===== src/rtl/uart_pkg.sv =====
// rtl/uart_pkg.sv - shared UART timing constants, receiver state encoding and vote helper
package uart_pkg;

  localparam int UART_BIT_CYCLES_115200  = 87;
  localparam int UART_HALF_CYCLES_115200 = 43;

  typedef enum logic [2:0] {
    IDLE  = 3'd0,
    START = 3'd1,
    DATA  = 3'd2,
    STOP  = 3'd3,
    BRK   = 3'd4
  } rx_state_e;

  function automatic logic majority3(input logic a, input logic b, input logic c);
    return (a & b) | (a & c) | (b & c);
  endfunction

endpackage


===== src/rtl/uart_sync2.sv =====
// rtl/uart_sync2.sv - two-flop synchronizer for an asynchronous input, reset level selectable
module uart_sync2 #(
  parameter logic RESET_VAL = 1'b1
) (
  input  logic clk_i,
  input  logic nrst_i,
  input  logic d_i,
  output logic q_o
);

  logic s1_q;
  logic s2_q;

  always_ff @(posedge clk_i or negedge nrst_i) begin
    if (!nrst_i) begin
      s1_q <= RESET_VAL;
      s2_q <= RESET_VAL;
    end else begin
      s1_q <= d_i;
      s2_q <= s1_q;
    end
  end

  assign q_o = s2_q;

endmodule


===== src/rtl/uart_rx_10mhz_115200.sv =====
// rtl/uart_rx_10mhz_115200.sv - 8N1 receiver at 115200 baud on clk10mhz, mid-bit sampling.
// Define UART_RX_MAJORITY_EN to vote each sample over the last three cycles of its bit.
module uart_rx_10mhz_115200
  import uart_pkg::*;
#(
  parameter int BIT_CYCLES  = UART_BIT_CYCLES_115200,
  parameter int HALF_CYCLES = UART_HALF_CYCLES_115200
) (
  input  logic       clk10mhz,
  input  logic       nRst,
  input  logic       rxd,
  output logic [7:0] rxData,
  output logic       rxValid,
  output logic       rxFrameErr,
  output logic       rxBusy
);

  localparam logic [6:0] CNT_BIT  = 7'(BIT_CYCLES - 1);
  localparam logic [6:0] CNT_HALF = 7'(HALF_CYCLES - 1);

  logic      rx_s;
  logic      sample;
  rx_state_e state_q, state_d;
  logic [6:0] cnt_q, cnt_d;
  logic [2:0] bit_idx_q, bit_idx_d;
  logic [7:0] shift_q, shift_d;
  logic [7:0] data_q, data_d;
  logic      valid_q, valid_d;
  logic      ferr_q, ferr_d;

  uart_sync2 #(
    .RESET_VAL(1'b1)
  ) u_sync (
    .clk_i (clk10mhz),
    .nrst_i(nRst),
    .d_i   (rxd),
    .q_o   (rx_s)
  );

`ifdef UART_RX_MAJORITY_EN
  // History holds rxS from cnt==2 and cnt==1; the vote closes at cnt==0.
  logic [1:0] hist_q, hist_d;

  always_comb begin
    hist_d = hist_q;
    if (cnt_q == 7'd2) hist_d[1] = rx_s;
    if (cnt_q == 7'd1) hist_d[0] = rx_s;
  end

  assign sample = majority3(hist_q[1], hist_q[0], rx_s);
`else
  assign sample = rx_s;
`endif

  always_ff @(posedge clk10mhz or negedge nRst) begin
    if (!nRst) begin
      state_q   <= IDLE;
      cnt_q     <= '0;
      bit_idx_q <= '0;
      shift_q   <= '0;
      data_q    <= '0;
      valid_q   <= 1'b0;
      ferr_q    <= 1'b0;
`ifdef UART_RX_MAJORITY_EN
      hist_q    <= '0;
`endif
    end else begin
      state_q   <= state_d;
      cnt_q     <= cnt_d;
      bit_idx_q <= bit_idx_d;
      shift_q   <= shift_d;
      data_q    <= data_d;
      valid_q   <= valid_d;
      ferr_q    <= ferr_d;
`ifdef UART_RX_MAJORITY_EN
      hist_q    <= hist_d;
`endif
    end
  end

  always_comb begin
    state_d   = state_q;
    cnt_d     = cnt_q;
    bit_idx_d = bit_idx_q;
    shift_d   = shift_q;
    data_d    = data_q;
    valid_d   = 1'b0;
    ferr_d    = 1'b0;

    case (state_q)
      IDLE: begin
        if (!rx_s) begin
          state_d = START;
          cnt_d   = CNT_HALF;
        end
      end

      START: begin
        if (cnt_q != 7'd0) begin
          cnt_d = cnt_q - 7'd1;
        end else if (!sample) begin
          state_d   = DATA;
          cnt_d     = CNT_BIT;
          bit_idx_d = 3'd0;
        end else begin
          state_d = IDLE;
        end
      end

      DATA: begin
        if (cnt_q != 7'd0) begin
          cnt_d = cnt_q - 7'd1;
        end else begin
          shift_d = {sample, shift_q[7:1]};
          cnt_d   = CNT_BIT;
          if (bit_idx_q == 3'd7) state_d = STOP;
          else                   bit_idx_d = bit_idx_q + 3'd1;
        end
      end

      // Leaving mid-stop-bit lets a zero-gap follow-on start edge be caught.
      STOP: begin
        if (cnt_q != 7'd0) begin
          cnt_d = cnt_q - 7'd1;
        end else if (sample) begin
          data_d  = shift_q;
          valid_d = 1'b1;
          state_d = IDLE;
        end else begin
          ferr_d  = 1'b1;
          state_d = BRK;
        end
      end

      BRK: begin
        if (rx_s) state_d = IDLE;
      end

      default: state_d = IDLE;
    endcase
  end

  assign rxData     = data_q;
  assign rxValid    = valid_q;
  assign rxFrameErr = ferr_q;
  assign rxBusy     = (state_q != IDLE);

endmodule

===== config.mk =====
export PLATFORM = sky130hd
export DESIGN_NAME = uart_rx_10mhz_115200
export DESIGN_NICKNAME = d
export VERILOG_FILES = /design/src/rtl/uart_pkg.sv /design/src/rtl/uart_sync2.sv /design/src/rtl/uart_rx_10mhz_115200.sv
export SDC_FILE = /design/constraint.sdc
export NUM_CORES = 1
export LEC_CHECK = 0
export CORE_UTILIZATION = 40
export CTS_BUF_LIST = sky130_fd_sc_hd__clkbuf_4
export CTS_CLUSTER_SIZE = 8
export DETAILED_ROUTE_END_ITERATION = 8
export SETUP_SLACK_MARGIN = 0.05
export SLEW_MARGIN = 20
export SYNTH_ARGS = -nofsm -noshare
export SYNTH_HDL_FRONTEND = slang
export SYNTH_HIERARCHICAL = 1
export SYNTH_SLANG_ARGS = --single-unit

===== constraint.sdc =====
create_clock -name clk10mhz -period 1.8 [get_ports clk10mhz]
set_input_delay 0.18 -clock clk10mhz [delete_from_list [all_inputs] [get_ports clk10mhz]]
set_output_delay 0.18 -clock clk10mhz [all_outputs]
set_load 0.02 [all_outputs]

==> insert_results.sql <==
INSERT INTO impl_metrics (metric_group, metric, value, unit) VALUES
('status', 'outcome', 'finished, violations left', ''),
('status', 'violations_in_the_final_reports', 'setup timing', ''),
('timing', 'finalHoldViolCount', '0', ''),
('placed_design', 'number_of_buffer_cells_added_on_primary_ports', '13', ''),
('cells_and_area', 'design.final.nets', '183', ''),
('cells_and_area', 'num_antenna_cells', '0', ''),
('floorplan', 'die_width', '64.5', 'um'),
('cells_and_area', 'regArea', '832', 'um^2'),
('power', 'peakVddDrop', '425', 'uV'),
('clock_network', 'worst_skew_pair.late_latency', '0.33', 'ns'),
('timing', 'timing.final.crit_share', '109', '%'),
('worst_setup_path', 'crit_path_end_kind', 'flop', ''),
('timing', 'finalClockSkew', '0.00721', 'ns'),
('synth', 'synth-edff-count', '0', ''),
('drt', 'final_routed_wirelength', '3410', 'um'),
('global_routing', 'grt_overflow', '0', ''),
('synth', 'netlist_cell_types', '43', ''),
('timing', 'final.setup.tns', '-2.81', 'ns'),
('clock_network', 'numCtsBuffers', '5', ''),
('floorplan', 'initial_utilization', '42.3', '%'),
('drt', 'remaining_drc_errors', '0', ''),
('timing', 'slew-limit-headroom', '72.5', '%'),
('synth', 'postSynthCellCount', '130', ''),
('synth', 'synth_top_flop_cell', 'sky130_fd_sc_hd__dfrtp_1', ''),
('worst_setup_path', 'timing.critical_path.arrival', '2.18', 'ns'),
('min_path', 'hold_class', 'input pin to asynchronous set/reset pin', ''),
('floorplan', 'die_height', '64.5', 'um'),
('global_routing', 'pin_count_of_the_biggest_net_entering_global_routing', '34', ''),
('cells_and_area', 'most_frequent_standard_cell_in_the_layout_excluding_fill_and_tap_cells', 'sky130_fd_sc_hd__dfrtp_1', ''),
('drt', 'num_vias', '1203', ''),
('drt', 'dr.first_iter.drc_count', '23', ''),
('placed_design', 'gpl.final_weighted_congestion', '0.827', ''),
('clock_network', 'cts-hold-fix-buffers', '0', ''),
('synth', 'ys_async_sr_fraction', '100', '%'),
('global_routing', 'via_count_of_the_first_global_routing_pass', '1253', ''),
('timing', 'clock.fmax', '0.511', 'GHz'),
('power', 'static-leakage-power', '0.000991', 'uW'),
('cells_and_area', 'layout.cell_area.non_filler', '0.00211', 'mm^2'),
('power', 'fin_total_pwr', '2280', 'uW'),
('floorplan', 'die_area', '0.00415', 'mm^2'),
('drt', 'drt_pre_antenna_iters', '4', ''),
('cells_and_area', 'most_frequent_cells_in_the_layout', 'sky130_fd_sc_hd__dfrtp_1 (28), sky130_fd_sc_hd__buf_4 (27), sky130_fd_sc_hd__mux2_2 (16)', ''),
('synth', 'sequential_cell_area_fraction_in_the_yosys_report', '53.1', '%'),
('synth', 'ys_warn_count', '6', ''),
('clock_network', 'htreeDepth', '2', ''),
('drt', 'postRouteAntennaNets', '0', ''),
('job', 'maxCapViolCount', '0', ''),
('floorplan', 'core_region_area', '0.00369', 'mm^2'),
('timing', 'period_minus_slack', '1.96', 'ns'),
('global_routing', 'grt_pass1_wl', '5680', 'um'),
('placed_design', 'detailedPlacementHpwl', '2140', 'um'),
('floorplan', 'io_pins', '14', ''),
('synth', 'yosys_register_bits', '33', ''),
('drt', 'wl_per_cell', '15.1', 'um'),
('synth', 'synth.avg_cell_area', '12.0', 'um^2'),
('synth', 'syn-cell-area', '0.00156', 'mm^2'),
('cells_and_area', 'fillerInstances', '304', ''),
('power', 'cellPowerDensity', '1080', 'mW/mm^2'),
('timing', 'setup_slack_of_the_critical_path_after_layout', '-0.155', 'ns'),
('worst_setup_path', 'worstSetupPathType', 'flop to flop', ''),
('clock_network', 'tritoncts', 'built', ''),
('cells_and_area', 'post_route_cells_drive_above_1_share', '41.8', '%'),
('timing', 'number_of_setup_violations_in_the_final_report', '24', ''),
('timing', 'max_slew.worst_pin.slew', '0.409', 'ns'),
('placed_design', 'placedInstanceArea', '0.00187', 'mm^2'),
('clock_network', 'clock_sink_count', '33', ''),
('global_routing', 'antenna_violations_before_repair', '0', ''),
('drt', 'viasPerCell', '5.35', ''),
('global_routing', 'combined_global_route_utilization_of_all_metal_layers', '18.1', '%'),
('worst_setup_path', 'cp.required', '2.02', 'ns'),
('clock_network', 'root_buffer', 'sky130_fd_sc_hd__clkbuf_4', '');
-- path summary, 6_finish.rpt --
path                             startpoint           to  slack, ns  cells after the start
min in group clk10mhz                   rxd  u_sync/s1_q       0.25                      1
worst max-delay path               cnt_q[0]   shift_q[3]      -0.16                      7
max in group asynchronous              nRst  u_sync/s1_q       1.23                      2
worst max register to register     cnt_q[0]   shift_q[3]      -0.16                      7
worst min-delay path                   nRst     cnt_q[6]       0.23                      2
worst min register to register  u_sync/s1_q   u_sync/q_o       0.36                      0
-- synthesized netlist by cell type, types with 2 or more instances --
library cell | count | area (um^2)
sky130_fd_sc_hd__a221oi_1 | 3 | 26.3
sky130_fd_sc_hd__nand2b_1 | 2 | 12.5
sky130_fd_sc_hd__mux2_2 | 16 | 180
sky130_fd_sc_hd__nor3b_1 | 2 | 15.0
sky130_fd_sc_hd__nand2_1 | 8 | 30.0
sky130_fd_sc_hd__or2_2 | 2 | 12.5
sky130_fd_sc_hd__dfstp_2 | 2 | 52.6
sky130_fd_sc_hd__ha_1 | 4 | 50.1
sky130_fd_sc_hd__o22a_1 | 2 | 17.5
sky130_fd_sc_hd__nor3_1 | 2 | 10.0
sky130_fd_sc_hd__clkbuf_1 | 3 | 11.3
sky130_fd_sc_hd__o21ai_0 | 6 | 30.0
sky130_fd_sc_hd__nor2_1 | 6 | 22.5
sky130_fd_sc_hd__a21oi_1 | 2 | 10.0
sky130_fd_sc_hd__a21o_1 | 4 | 30.0
sky130_fd_sc_hd__or3_1 | 3 | 18.8
sky130_fd_sc_hd__a31oi_1 | 2 | 12.5
sky130_fd_sc_hd__inv_1 | 6 | 22.5
sky130_fd_sc_hd__dfrtp_1 | 31 | 776
-- final cells by class --
cell class	instances	area share, %
multi-input cells	88	36.3
clock inverters	2	1.60
well taps	48	2.85
repair buffers	42	16.5
inverters	6	1.07
flip-flops and latches	33	39.5
clock buffers	6	2.14
-- per-layer routing --
| layer | GRT usage, % | share of wire (%) | wire (um) |
|---|---|---|---|
| met1 | 21.5 | 45 | 1530 |
| met5 | 0 | 0 | 0 |
| met2 | 28.6 | 48 | 1650 |
| met3 | 5.99 | 4.2 | 143 |
| met4 | 10.8 | 2.6 | 87 |
-- cell families (layout without fill, tap and decap cells) --
kind of cell    after synthesis  after routing  synth area share, %
simple gates                 36             36                 14.4
flops                        33             33                 53.1
compound gates               31             31                 15.0
mux                          17             17                 12.2
buf+inv                       9             56                 2.17
fa+ha+maj                     4              4                 3.21
-- worst max-delay path, stage by stage (launching register included) --
cell	delay, ns
sky130_fd_sc_hd__dfrtp_1	0.41
sky130_fd_sc_hd__inv_2	0.09
sky130_fd_sc_hd__ha_4	0.13
sky130_fd_sc_hd__or4b_4	0.51
sky130_fd_sc_hd__buf_4	0.17
sky130_fd_sc_hd__nor2_4	0.13
sky130_fd_sc_hd__nand2_4	0.11
sky130_fd_sc_hd__mux2_2	0.29
-- power by group --
part | total [uW] | switching, uW | internal [uW]
Combinational | 807 | 393 | 414
Sequential | 910 | 79.5 | 830
Clock | 559 | 255 | 304
Total | 2280 | 727 | 1550
-- stage by stage --
stage | std cells | hold slack (ns)
finish | 225 | 0.234
CTS | 218 | 0.241
global placement | 206 | 0.350
global route | 225 | 0.245
detailed placement | 206 | 0.350
floorplan | 130 | -0.116
-- state kept, by name, summed over array words and instances (netlist names), 3 cells and up --
name       flops
shift_q        8
cnt_q          7
state_q        3
bit_idx_q      3
rxData         8
-- repair_timing --
action	CTS	global route
pin swaps	3	1
setup endpoints to repair	26	30
setup buffers	4	8
resized for setup	15	6
Note: power is estimated with default switching activity, not from simulation.
